===== src/rtl/multicycle_ctrl_v2.sv =====
// Multicycle RV32I-subset control unit: Moore FSM sequencing PC/IR/A/B/ALUOut/MDR,
// the register file and the datapath muxes, with a parametrised memory wait counter.
module multicycle_ctrl_v2 #(
  parameter int MEM_LATENCY = 0,
  parameter bit EN_JUMP     = 1'b1
) (
  input  logic        clk,
  input  logic        rst,
  input  logic [31:0] instr,
  input  logic        alu_zero,
  output logic        pc_write,
  output logic        ir_load,
  output logic        mem_read,
  output logic        mem_write,
  output logic        reg_a_load,
  output logic        reg_b_load,
  output logic        alu_out_load,
  output logic        mdr_load,
  output logic        reg_write,
  output logic [2:0]  alu_op,
  output logic [1:0]  sel_alu_a,
  output logic [1:0]  sel_alu_b,
  output logic [1:0]  sel_wb,
  output logic [1:0]  sel_pc,
  output logic        halted,
  output logic [3:0]  state_out
);

  localparam int CW = (MEM_LATENCY < 1) ? 1 : $clog2(MEM_LATENCY + 1);
  localparam logic [CW-1:0] CNT_LAST = CW'(MEM_LATENCY);

  localparam logic [2:0] ALU_ADD = 3'b001;
  localparam logic [2:0] ALU_SUB = 3'b010;
  localparam logic [2:0] ALU_AND = 3'b011;
  localparam logic [2:0] ALU_OR  = 3'b100;
  localparam logic [2:0] ALU_XOR = 3'b101;
  localparam logic [2:0] ALU_SLT = 3'b110;

  localparam logic [6:0] OP_R      = 7'b0110011;
  localparam logic [6:0] OP_I      = 7'b0010011;
  localparam logic [6:0] OP_LOAD   = 7'b0000011;
  localparam logic [6:0] OP_STORE  = 7'b0100011;
  localparam logic [6:0] OP_BRANCH = 7'b1100011;
  localparam logic [6:0] OP_LUI    = 7'b0110111;
  localparam logic [6:0] OP_JAL    = 7'b1101111;
  localparam logic [6:0] OP_JALR   = 7'b1100111;

  typedef enum logic [3:0] {
    S_FETCH  = 4'd0,
    S_DECODE = 4'd1,
    S_EXEC_R = 4'd2,
    S_EXEC_I = 4'd3,
    S_ADDR   = 4'd4,
    S_MEM_RD = 4'd5,
    S_MEM_WR = 4'd6,
    S_WB_ALU = 4'd7,
    S_WB_MEM = 4'd8,
    S_LUI    = 4'd9,
    S_BRANCH = 4'd10,
    S_JAL    = 4'd11,
    S_JALR   = 4'd12,
    S_HALT   = 4'd13
  } state_t;

  state_t        state;
  state_t        next_state;
  logic [CW-1:0] cnt;
  logic          cnt_last;
  logic          mem_state;
  logic [6:0]    opcode;
  logic [2:0]    f3;
  logic [6:0]    f7;
  logic          r_legal;
  logic [2:0]    r_op;
  logic          unused_instr;

  assign opcode       = instr[6:0];
  assign f3           = instr[14:12];
  assign f7           = instr[31:25];
  assign unused_instr = ^{instr[24:15], instr[11:7]};
  assign cnt_last     = (cnt == CNT_LAST);
  assign mem_state    = (state == S_FETCH) || (state == S_MEM_RD) || (state == S_MEM_WR);
  assign state_out    = state;

  // R-type function decode; unsupported f7/f3 pairs trap to HALT
  always_comb begin
    r_legal = 1'b1;
    r_op    = ALU_ADD;
    if (f7 == 7'b0000000) begin
      case (f3)
        3'b000:  r_op = ALU_ADD;
        3'b111:  r_op = ALU_AND;
        3'b110:  r_op = ALU_OR;
        3'b100:  r_op = ALU_XOR;
        3'b010:  r_op = ALU_SLT;
        default: r_legal = 1'b0;
      endcase
    end else if (f7 == 7'b0100000 && f3 == 3'b000) begin
      r_op = ALU_SUB;
    end else begin
      r_legal = 1'b0;
    end
  end

  always_ff @(posedge clk or negedge rst) begin
    if (!rst) begin
      state <= S_FETCH;
      cnt   <= '0;
    end else begin
      state <= next_state;
      if (next_state != state)
        cnt <= '0;
      else if (mem_state && !cnt_last)
        cnt <= cnt + CW'(1);
    end
  end

  always_comb begin
    next_state = state;
    case (state)
      S_FETCH:  if (cnt_last) next_state = S_DECODE;
      S_DECODE: begin
        case (opcode)
          OP_R:      next_state = S_EXEC_R;
          OP_I:      next_state = S_EXEC_I;
          OP_LOAD:   next_state = S_ADDR;
          OP_STORE:  next_state = S_ADDR;
          OP_BRANCH: next_state = S_BRANCH;
          OP_LUI:    next_state = S_LUI;
          OP_JAL:    next_state = EN_JUMP ? S_JAL : S_HALT;
          OP_JALR:   next_state = EN_JUMP ? S_JALR : S_HALT;
          default:   next_state = S_HALT;
        endcase
      end
      S_EXEC_R: next_state = r_legal ? S_WB_ALU : S_HALT;
      S_EXEC_I: next_state = S_WB_ALU;
      S_ADDR:   next_state = (opcode == OP_LOAD) ? S_MEM_RD : S_MEM_WR;
      S_MEM_RD: if (cnt_last) next_state = S_WB_MEM;
      S_MEM_WR: if (cnt_last) next_state = S_FETCH;
      S_WB_ALU, S_WB_MEM, S_LUI, S_JAL, S_JALR: next_state = S_FETCH;
      S_BRANCH: next_state = (f3 == 3'b000 || f3 == 3'b001) ? S_FETCH : S_HALT;
      S_HALT:   next_state = S_HALT;
      default:  next_state = S_FETCH;
    endcase
  end

  always_comb begin
    pc_write     = 1'b0;
    ir_load      = 1'b0;
    mem_read     = 1'b0;
    mem_write    = 1'b0;
    reg_a_load   = 1'b0;
    reg_b_load   = 1'b0;
    alu_out_load = 1'b0;
    mdr_load     = 1'b0;
    reg_write    = 1'b0;
    alu_op       = ALU_ADD;
    sel_alu_a    = 2'd0;
    sel_alu_b    = 2'd0;
    sel_wb       = 2'd0;
    sel_pc       = 2'd0;
    halted       = 1'b0;
    case (state)
      S_FETCH: begin
        mem_read  = 1'b1;
        sel_alu_b = 2'd1;
        if (cnt_last) begin
          ir_load  = 1'b1;
          pc_write = 1'b1;
        end
      end
      S_DECODE: begin
        reg_a_load   = 1'b1;
        reg_b_load   = 1'b1;
        alu_out_load = 1'b1;
        sel_alu_a    = 2'd2;
        sel_alu_b    = 2'd2;
      end
      S_EXEC_R: begin
        sel_alu_a    = 2'd1;
        alu_out_load = 1'b1;
        alu_op       = r_op;
      end
      S_EXEC_I, S_ADDR: begin
        sel_alu_a    = 2'd1;
        sel_alu_b    = 2'd2;
        alu_out_load = 1'b1;
      end
      S_MEM_RD: begin
        mem_read = 1'b1;
        mdr_load = cnt_last;
      end
      S_MEM_WR: mem_write = 1'b1;
      S_WB_ALU: reg_write = 1'b1;
      S_WB_MEM: begin
        reg_write = 1'b1;
        sel_wb    = 2'd1;
      end
      S_LUI: begin
        reg_write = 1'b1;
        sel_wb    = 2'd2;
      end
      // only output that is not a pure function of the state
      S_BRANCH: begin
        alu_op    = ALU_SUB;
        sel_alu_a = 2'd1;
        sel_pc    = 2'd1;
        pc_write  = (f3 == 3'b000 && alu_zero) || (f3 == 3'b001 && !alu_zero);
      end
      S_JAL: begin
        pc_write  = 1'b1;
        sel_pc    = 2'd1;
        reg_write = 1'b1;
        sel_wb    = 2'd3;
      end
      S_JALR: begin
        sel_alu_a = 2'd1;
        sel_alu_b = 2'd2;
        sel_pc    = 2'd2;
        pc_write  = 1'b1;
        reg_write = 1'b1;
        sel_wb    = 2'd3;
      end
      S_HALT:  halted = 1'b1;
      default: halted = 1'b0;
    endcase
    // enables must be quiet for the whole time reset is held, not just after the edge
    if (!rst) begin
      pc_write     = 1'b0;
      ir_load      = 1'b0;
      mem_read     = 1'b0;
      mem_write    = 1'b0;
      reg_a_load   = 1'b0;
      reg_b_load   = 1'b0;
      alu_out_load = 1'b0;
      mdr_load     = 1'b0;
      reg_write    = 1'b0;
    end
  end

endmodule


===== config.mk =====
export PLATFORM = sky130hd
export DESIGN_NAME = multicycle_ctrl_v2
export DESIGN_NICKNAME = d
export VERILOG_FILES = /design/src/rtl/multicycle_ctrl_v2.sv
export SDC_FILE = /design/constraint.sdc
export NUM_CORES = 1
export LEC_CHECK = 0
export ABC_AREA = 1
export CAP_MARGIN = 20
export CORE_ASPECT_RATIO = 0.8
export CORE_MARGIN = 3
export CORE_UTILIZATION = 35
export DETAILED_ROUTE_END_ITERATION = 7
export GPL_ROUTABILITY_DRIVEN = 0
export PLACE_DENSITY = 0.85
export SYNTH_ARGS = -nofsm -noshare
export SYNTH_HDL_FRONTEND = slang
export SYNTH_SLANG_ARGS = --single-unit

===== constraint.sdc =====
create_clock -name clk -period 1.93 [get_ports clk]
set_clock_uncertainty 0.05 [all_clocks]
set_input_delay 0.4825 -clock clk [delete_from_list [all_inputs] [get_ports clk]]
set_output_delay 0.4825 -clock clk [all_outputs]
set_load 0.01 [all_outputs]

==> results.cfg <==
[outcome]
outcome = finished, violations left
violations = setup timing

[placed_design]
io_buffers = 44
dp.cells = 270
place_area_sq_um = 1613
pre_cts_slack_ns = -0.6830
place_hpwl_microns = 2392

[synth]
syn_nets = 198
synth_edf_count = 0
synth-seq-cells = 5
synth-main-ff-cell = dfrtp_1
ys_seq_area_frac = 0.1462
synth_cell_types = 26
netlist_area_sq_um = 855.8
synth-warning-count = 0
synthArstFlopShare = 1.000
synth_cells = 163
avgSynthCellArea_sq_um = 5.250

[sta]
fin_crit_sh = 1.149
whs_ns = 0.3064
finalSetupViolCount = 20
finalSetupTns_ns = -2.707
slew_headroom = 0.7929
maxSlewViolCount = 0
hold_viol = 0
rsz0062_at_grt = yes
timing.fmax_mhz = 450.8
fin_ws_ns = -0.2885
fin_crit_ns = 2.218
worstMarginPinSlew_ns = 0.3106

[worst_hold_path]
min_path_type = input port to async pin

[final_layout]
final_cell_mix = buf_4 (49), nand2_1 (38), nor2_1 (20)
area_growth_pct = 135.1
nets = 305
mostFrequentLayoutCell = buf_4
final_cells = 294
fin_area_sq_um = 2012
drive_gt1_frac = 0.5651
n_antenna_cell = 0

[cts]
clockBufferDepth = 2
clock_latency_ns = 0.26
clock_sinks = 5
cts.clk_slew.worst_paths_ns = 0.06
cts_max_level = 1
cts_root_buffer = clkbuf_4
cts_tree = built
cts-buffers-inserted = 3
ctsHoldBuffers = 0

[drt]
vias = 1811
drc_errors = 0
routedWlPerCell_microns = 21.37
drtAntennaViolNets = 0
drt-total-wl_microns = 6283
drt_pass1_iterations = 7
via_per_inst = 6.160
dr.first_iter.drc_count = 244

[power_and_ir_drop]
leakage_nw = 1.093
ir_drop_mv = 1.161
power.density_nw_per_um2 = 1452

[floorplan]
die_h_microns = 50.23
start_util = 0.3832
ios = 60
core_area_sq_um = 2233
fp-row-count = 15
die_width_microns = 61.29
dieArea_sq_um = 3078

[setup_path]
critPathKind = input port to output pin
arrival_ns = 1.69
slowest_stage = nor4_4
crit_family = buffers and inverters
rr_worst_depth = 9
critPathMaxFanout = 2
cp_num_buf_inv = 4
timing.rr.start = state_out[0]$_DFF_PN0_
max_stage_delay_ns = 0.25
cp.required_ns = 1.40
cpMostUsedCell = buf_2
r2r_slack_ns = 0.08
startpoint_type = input port
rr_endpoint = state_out[3]$_DFF_PN0_
path_cells = buf_2 -> nor2_1 -> nand4_1 -> buf_4 -> buf_6 -> nor4_4 -> buf_2
critPathCaptureType = output pin

[global_routing]
grt_max_degree = 7
grt_pass1_wl_microns = 6768
track_usage = 0.2915
grt_pass1_vias = 1439
antenna_found_initial = 0
overflow = 0

[run]
cap_viol_max_count = 0
per-layer routing:
layer  vias up  wire [microns]  GRT usage
met1       773            2149     0.3488
met4         0             601     0.1191
met5         -               0          0
met3        94             924    0.06170
li1        726               -          -
met2       218            2606     0.4930
flip-flops by register name (all words and copies together), names as in the netlist:
signal / cells
state_out: 4
cnt: 1
per-stage QoR:
stage                     power [mW]  utilization
after floorplan               0.9130            -
after global placement         1.786       0.7221
after detailed placement       1.819       0.7221
after CTS                      2.182       0.8067
after global routing           3.033       0.9008
final                          2.921       0.9008
power by group:
part / internal, mW / switching [mW]
registers: 0.157 / 0.0821
clock network: 0.0761 / 0.0619
logic: 1.12 / 1.42
worst register-to-register path: cells and delay by family, from the launching register on:
kind / cells / cell delay, ns
AOI/OAI and AO/OA: 2 / 0.39
DFF: 1 / 0.44
buffers and inverters: 4 / 0.43
and+or+nand+nor: 3 / 0.40
repair_timing:
item,CTS,global route
hold endpoints to repair,0,0
endpoints found under the setup margin,21,24
resized for setup,150,47
buffers inserted,19,5
pin swaps,22,19
worst max-delay path by stage:
stage                      startpoint    endpoint  slack (ns)  cells past startpoint
6_report                    instr[29]   alu_op[2]       -0.29                      7
5_1_grt        state_out[0]$_DFF_PN0_    mem_read       -0.28                      8
4_1_cts        state_out[2]$_DFF_PN0_   alu_op[2]       -0.06                      6
3_5_place_dp                instr[26]   alu_op[1]       -0.68                      9
3_3_place_gp                instr[26]   alu_op[1]       -0.65                      9
2_1_floorplan  state_out[2]$_DFF_PN0_  reg_b_load        0.04                      6
kinds of logic (layout without fill, tap and decap cells):
logic type,after synthesis,after routing,synth area share
AND/OR/NAND/NOR,113,113,0.6053
flip-flops,5,5,0.1462
XOR/XNOR,1,1,0.01024
AO/OA/AOI/OAI,13,13,0.09795
buffers and inverters,31,137,0.1404
area by class of cell:
| cell class | instances | area [sq um] |
|---|---|---|
| repair buffers | 103 | 832.0 |
| well taps | 25 | 31.28 |
| flip-flops and latches | 5 | 130.1 |
| multi-input cells | 127 | 850.8 |
| clock inverters | 1 | 5.005 |
| clock buffers | 3 | 22.52 |
| inverters | 30 | 140.1 |
| fillers | 92 | 221.5 |
synth_stat cells (all sizes together) (2+ instances only):
master,count,area share
a21oi,5,0.029
dfrtp,5,0.15
inv,30,0.13
nand2,50,0.24
nand3,19,0.12
nor2,32,0.16
nor3,7,0.041
nor4,2,0.022
o21ai,6,0.053
No activity file was read; power rests on OpenSTA's default activity.
